File: src/rtl/list_prefetch.sv
// Lazy-list prefetcher: pulls elements from an upstream req/ack/eol producer into a small FIFO
// and re-serves them downstream with the same req/ack/eol protocol.
module list_prefetch #(
    parameter int unsigned WIDTH = 8,
    parameter int unsigned DEPTH = 4
) (
    input  logic             i_clock,
    input  logic             i_reset,
    input  logic             i_ready,
    output logic             o_src_req,
    input  logic             i_src_ack,
    input  logic             i_src_eol,
    input  logic [WIDTH-1:0] i_src_value,
    input  logic             i_req,
    output logic             o_ack,
    output logic             o_eol,
    output logic [WIDTH-1:0] o_value
);

    localparam int unsigned AW = (DEPTH > 1) ? $clog2(DEPTH) : 1;
    localparam int unsigned CW = AW + 1;
    localparam logic [CW-1:0] FULL = CW'(DEPTH);

    typedef enum logic [1:0] {
        S_IDLE = 2'd0,
        S_REQ  = 2'd1,
        S_WAIT = 2'd2,
        S_DROP = 2'd3
    } state_t;

    state_t           r_state;
    state_t           w_state_nxt;
    logic             w_push;
    logic             w_set_done;
    logic             w_edge;
    logic             w_empty;
    logic             w_pop;
    logic             w_set_pending;

    logic [WIDTH-1:0] r_mem [DEPTH];
    logic [AW-1:0]    r_wr_ptr;
    logic [AW-1:0]    r_rd_ptr;
    logic [CW-1:0]    r_count;
    logic             r_src_done;
    logic             r_pending;
    logic             r_last_req;
    logic             r_src_req;
    logic             r_ack;
    logic [WIDTH-1:0] r_value;

    // Fetch FSM next state: one element in flight at most, DROP forces a fresh src_req edge
    always_comb begin
        w_state_nxt = r_state;
        w_push      = 1'b0;
        w_set_done  = 1'b0;
        case (r_state)
            S_IDLE: begin
                if (i_src_eol) begin
                    w_set_done = 1'b1;
                end else if ((r_count < FULL) && !r_src_done) begin
                    w_state_nxt = S_REQ;
                end
            end
            S_REQ:  w_state_nxt = S_WAIT;
            S_WAIT: begin
                if (i_src_ack) begin
                    w_push      = 1'b1;
                    w_state_nxt = S_DROP;
                end
            end
            S_DROP: w_state_nxt = S_IDLE;
            default: w_state_nxt = S_IDLE;
        endcase
    end

    always_ff @(posedge i_clock or posedge i_reset) begin
        if (i_reset) begin
            r_state <= S_IDLE;
        end else if (!i_ready) begin
            r_state <= S_IDLE;
        end else begin
            r_state <= w_state_nxt;
        end
    end

    // Downstream side: a pending request is served as soon as the FIFO holds data
    assign w_edge        = i_req & ~r_last_req;
    assign w_empty       = (r_count == '0);
    assign w_pop         = !w_empty && (r_pending || w_edge);
    assign w_set_pending = w_edge && !r_pending && w_empty && !o_eol;

    assign o_eol     = r_src_done && w_empty && !r_pending && (r_state == S_IDLE);
    assign o_src_req = r_src_req;
    assign o_ack     = r_ack;
    assign o_value   = r_value;

    always_ff @(posedge i_clock or posedge i_reset) begin
        if (i_reset) begin
            r_src_req  <= 1'b0;
            r_ack      <= 1'b0;
            r_value    <= '0;
            r_count    <= '0;
            r_wr_ptr   <= '0;
            r_rd_ptr   <= '0;
            r_src_done <= 1'b0;
            r_pending  <= 1'b0;
            r_last_req <= 1'b0;
        end else if (!i_ready) begin
            r_src_req  <= 1'b0;
            r_ack      <= 1'b0;
            r_value    <= '0;
            r_count    <= '0;
            r_wr_ptr   <= '0;
            r_rd_ptr   <= '0;
            r_src_done <= 1'b0;
            r_pending  <= 1'b0;
            r_last_req <= 1'b0;
        end else begin
            r_last_req <= i_req;
            r_src_req  <= (w_state_nxt == S_REQ) || (w_state_nxt == S_WAIT);
            r_ack      <= w_pop;
            if (w_set_done) begin
                r_src_done <= 1'b1;
            end
            if (w_pop) begin
                r_value  <= r_mem[r_rd_ptr];
                r_rd_ptr <= r_rd_ptr + 1'b1;
            end
            if (w_push) begin
                r_wr_ptr <= r_wr_ptr + 1'b1;
            end
            if (w_pop) begin
                r_pending <= 1'b0;
            end else if (w_set_pending) begin
                r_pending <= 1'b1;
            end
            case ({w_push, w_pop})
                2'b10:   r_count <= r_count + 1'b1;
                2'b01:   r_count <= r_count - 1'b1;
                default: r_count <= r_count;
            endcase
        end
    end

    // Storage needs no reset; occupancy is tracked by the pointers and count
    always_ff @(posedge i_clock) begin
        if (w_push && i_ready) begin
            r_mem[r_wr_ptr] <= i_src_value;
        end
    end

endmodule

File: config.mk
export PLATFORM = sky130hd
export DESIGN_NAME = list_prefetch
export DESIGN_NICKNAME = d
export VERILOG_FILES = /design/src/rtl/list_prefetch.sv
export SDC_FILE = /design/constraint.sdc
export NUM_CORES = 1
export LEC_CHECK = 0
export BUFFER_PORTS_ARGS = -buffer_cell sky130_fd_sc_hd__buf_2
export CAP_MARGIN = 10
export CELL_PAD_IN_SITES_DETAIL_PLACEMENT = 2
export CELL_PAD_IN_SITES_GLOBAL_PLACEMENT = 2
export CORE_MARGIN = 10
export CORE_UTILIZATION = 37
export DETAILED_ROUTE_END_ITERATION = 10
export HOLD_SLACK_MARGIN = 0.08
export MAX_ROUTING_LAYER = met4
export PLACE_DENSITY_LB_ADDON = 0.12
export SKIP_CTS_REPAIR_TIMING = 1
export SKIP_LAST_GASP = 1
export SYNTH_ARGS = -nofsm -noshare
export SYNTH_HDL_FRONTEND = slang
export SYNTH_SLANG_ARGS = --single-unit
File: constraint.sdc
create_clock -name i_clock -period 2 [get_ports i_clock]
set_input_delay 0 -clock i_clock [delete_from_list [all_inputs] [get_ports i_clock]]
set_output_delay 0 -clock i_clock [all_outputs]
set_load 0.02 [all_outputs]
== Word level (Yosys, flattened, before mapping) ==
Memories as Yosys holds them, arrays and structs flattened.
Cells that the tools add are included.
Word-level totals
  register bits after elaboration: 22
  memory bits (writable): 32
  bits of input ports: 14
  output and inout port bits: 11
  word-level logic and storage cells: 74
  memories: 1
Operators by class
  add/subtract/negate cells: 4
  order comparisons: 1
  equal/unequal tests: 12
  multiplexer cells: 27
  bitwise operators: 2
  reductions and logical operators: 17
Memory list
  r_mem: words 4, width 8, rd ports 1, clocked after Yosys merged registers in 0, wr ports 1, RTL line 40  | logic [WIDTH-1:0] r_mem [DEPTH];
Operators with widths (count)
  $mux W2: 8
  $mux W8: 2
  $mux W1: 14
  $logic_and A1 B1 Y1: 9
  $eq A2 B2 Y1 const B: 4
  $pmux W2 S4: 1
  $eq A2 B1 Y1 const B: 3
  $ne A2 B1 Y1 const B: 3
  $ne A3 B1 Y1 const B: 2
  $pmux W3 S2: 1
  $add A2 B1 Y2 const B: 2
  $logic_not A1 Y1: 4
  $add A3 B1 Y3 const B: 1
  $logic_not A3 Y1: 1
  $lt A3 B3 Y1 const B: 1
  $mux W3: 1
  $sub A3 B1 Y3 const B: 1
  $logic_not A2 Y1: 1
  $logic_or A1 B1 Y1: 2
  $and A1 B1 Y1: 1
  $not A1 Y1: 1

== Logic depth before layout (Yosys ltp) ==
  depth in word-level cells: 9
  gate-level depth with buffers: 9
  gate-level depth less buffers: 8

== Worst setup path after synthesis ==
Ideal clock, no wire load.
  kind: reg-to-reg
  from: register r_count[2]
  to: register r_count[2]
  setup time: 0.079 ns
  arrival: 1.957 ns
  data required time: 1.921 ns
  slack: -0.036 ns
  cell stages (with the launch flop): 9
  buffers on the path: 1
  period minus slack after synthesis: 2.036 ns
  cell sequence: dfrtp_1 -> or3_1 -> buf_2 -> o21ai_2 -> nor2_1 -> fa_1 -> and3_1 -> mux2i_1 -> mux2i_1
On the way
  cells in the longest elaborated chain, start to end: 6
  elaborated cells on any way between the ends: 10
  those cells by class: add/sub (2); eq/ne (3); mux (2); reduce/logical (3)
RTL lines
  from (decl): RTL line 43  | logic [CW-1:0] r_count;
  from (signal assigned): RTL line 138  | 2'b10: r_count <= r_count + 1'b1;
  from (signal assigned): RTL line 139  | 2'b01: r_count <= r_count - 1'b1;
  from (signal assigned): RTL line 140  | default: r_count <= r_count;
  $logic_not A3 Y1: RTL line 88  | assign w_empty = (r_count == '0);
  $logic_not A1 Y1: RTL line 89  | assign w_pop = !w_empty && (r_pending || w_edge);
  $logic_and A1 B1 Y1: RTL line 89
  $eq A2 B1 Y1 / $eq A2 B2 Y1 (equally long branches): RTL line 137  | case ({w_push, w_pop})
  $pmux W3 S2: RTL line 137
  $mux W3: RTL line 108  | end else if (!i_ready) begin
Several ways; a longest one is shown, not always the timed one.
A chain may end at the register's enable or synchronous reset.

== Worst setup path in the final report ==
Same ends and word-level chain as after synthesis.

==> flow_summary.yaml <==
finish:
  fin_nets: 224
  n_antenna_cell: 0
  final_area_um2: 2800
  drive_gt1_share_pct: 27.1
  fin_cells: 278
  final_cell_mix: "32 x edfxtp_1, 24 x buf_2, 22 x nand2_1, 22 x dfrtp_1"
  layout_commonest_cell: "edfxtp_1"
  fin_util_pct: 46.7
  fill_cells: 584
  synthToLayoutAreaGrowth_pct: 21.3
place:
  dpl_cell_area_um2: 2550
  dp.cells: 257
  io_buffers: 24
  gp_congestion: 0.697
  hpwl_mm: 3.93
  pre_cts_slack_ns: -0.00553
critical_path:
  critPathLaunch: "r_count[2]"
  r2r_start: "r_count[2]"
  crit_arrival_ns: 2.14
  path_max_fanout: 4
  path_class: "reg -> reg"
  cp.required_ns: 2.24
  cpMaxStageDelayCell: "dfrtp_1"
  cp_common_cell: "mux2i_1"
  crit_path_cell_trace: "or3_4, o21ai_4, nor2_1, fa_2, and3_1, mux2i_1, mux2i_1"
  r2r_cells: 7
  endpoint_kind: "flop"
  critPathMaxStageDelay_ns: 0.43
  cp-start-kind: "flop"
sta:
  min_period_ns: 1.91
  period_share_pct: 95.3
  tightestPinTransition_ns: 0.938
  setup_slack_ns: 0.0945
  setup_viol: 0
  tns_ns: 0
  rsz0062_at_grt: "no"
  fmax_mhz: 525
  hold_viol: 0
  finalMaxSlewViolations: 0
  relSlewSlack_pct: 37.4
  clock_skew_ns: 0.00722
  holdWs_ns: 0.154
logic_synthesis:
  syn_nets: 179
  yosys.area_share.adder_pct: 4.67
  syn_area_um2: 2310
  synthCells: 157
  synth_top_family_by_area: "simple AND/OR/NAND/NOR gates"
  ys_ff_latch: 54
  synth-xor-area-share_pct: 1.52
  syn_avg_cell_area_um2: 14.7
  synth_simple_gate_area_share_pct: 10.4
  yosys.cell_types.count: 28
  yosysTopAreaCell: "edfxtp_1"
  synth_area_leaders: "edfxtp_1 42%, dfrtp_1 24%, mux4_2 7.8%, ha_1 3.8%, nand2_1 3.6%"
  ys_seq_area_share_pct: 65.5
  synth_compound_area_share_pct: 5.32
  muxShareOfSynthArea_pct: 9.98
  synth_top_area_share_pct: 41.7
  yosysWarnings: 0
clock_network:
  clk_pin_slew_ns: 0.10
  cts_sinks: 54
  cts-root-buf: "clkbuf_8"
  numCtsBuffers: 5
  clockBufferDepth: 2
  htreeDepth: 2
  insertion_delay_ns: 0.30
  cts_tree: "done"
drt:
  drt-initial-drc-count: 55
  vias: 1384
  routed_wl_mm: 5.52
  routed_via_density: 4.98
  ant_nets: 0
  wl_per_cell_um: 19.8
  dr.pass1.iters: 4
  drc: 0
global_routing:
  grt_max_degree: 30
  grt_use_met3_pct: 3.21
  groute.usage.overall_pct: 12.2
  grt_pass1_wl_mm: 9.07
  grtUsageMet2_pct: 21.1
  grtUsageMet1_pct: 13.8
  antenna_found_initial: 0
  first_global_vias: 1600
  grt_overflow: 0
  busiest_layer: "met2"
floorplanning:
  die_y_um: 98.9
  dieArea_um2: 9790
  io_pins: 25
  initial_core_util_pct: 38.5
  fp.dieW_um: 98.9
  fp.coreArea_um2: 5990
  rows: 28
power:
  p_total_mw: 3.14
  power.density_nw_per_um2: 1120
  leakagePower_nw: 1.14
  ir_drop_v: 0.000466
min_path:
  hp-class: "in -> reg"
  hold_depth: 4
  hp-start: "i_src_ack"
status:
  outcome: "completed"
flow_run:
  maxCapViolCount: 0
==> worst max-delay path, delay by kind of cell (launching register included) <==
family / cells / cell delay, ns
and+or+nand+nor: 3 / 0.63
DFF: 1 / 0.43
muxes: 2 / 0.36
adders and majority gates: 1 / 0.34
AOI/OAI and AO/OA: 1 / 0.07
==> synthesized netlist by cell type <==
master / number
o21a_4: 1
inv_1: 5
mux2i_1: 5
fa_1: 1
a21oi_1: 2
nor2b_1: 3
buf_2: 2
and2_1: 7
dfrtp_1: 22
clkbuf_1: 4
o211ai_1: 1
nand2b_1: 3
nor2_1: 4
buf_6: 1
or3_1: 1
edfxtp_1: 32
and3_1: 6
o22ai_1: 1
nand3b_1: 1
a21boi_0: 9
o21ai_2: 1
buf_1: 1
nor3_1: 2
o21a_1: 1
ha_1: 7
mux4_2: 8
nand2_1: 22
xnor2_1: 4
==> path summary, 6_finish.rpt <==
check | endpoint | slack, ns
setup / recovery | r_count[2] | 0.09
hold / removal | r_count[2] | 0.15
setup reg to reg | r_count[2] | 0.09
hold reg to reg | o_value[6] | 0.55
max in group asynchronous | o_value[6] | 0.98
min in group asynchronous | r_count[2] | 0.44
==> power breakdown <==
part / switching [mW] / internal [mW]
combinational: 0.544 / 0.450
clock: 0.347 / 0.374
sequential: 0.110 / 1.32
==> sequential cells by signal, indices dropped and copies added (netlist names) <==
| name | cells |
|---|---|
| r_mem | 32 |
| o_value | 8 |
| r_count | 3 |
| r_rd_ptr | 2 |
| r_state | 2 |
| r_wr_ptr | 2 |
| o_ack | 1 |
| o_src_req | 1 |
| r_last_req | 1 |
| r_pending | 1 |
| r_src_done | 1 |
==> cells by family after synthesis <==
family                     after synthesis
AOI/OAI and AO/OA                       16
xor gates and xnor gates                 4
adders and majority gates                8
buffers and inverters                   13
DFF                                     54
muxes                                   13
and+or+nand+nor                         49
==> final cells by class <==
type	count	area, µm²	area share, %
repair buffers	46	313	11.2
well taps	75	93.8	3.35
multi-input cells	90	751	26.8
clock inverters	2	37.5	1.34
flip-flops and latches	54	1510	54.0
clock buffers	6	72.6	2.59
inverters	5	18.8	0.671
==> per-layer routing <==
metal | vias to the layer above | routed length [µm]
met3 | 2 | 190
li1 | 641 | -
met5 | - | 0
met2 | 23 | 2980
met1 | 718 | 2320
met4 | 0 | 26
(Power assumes the default switching activity.)
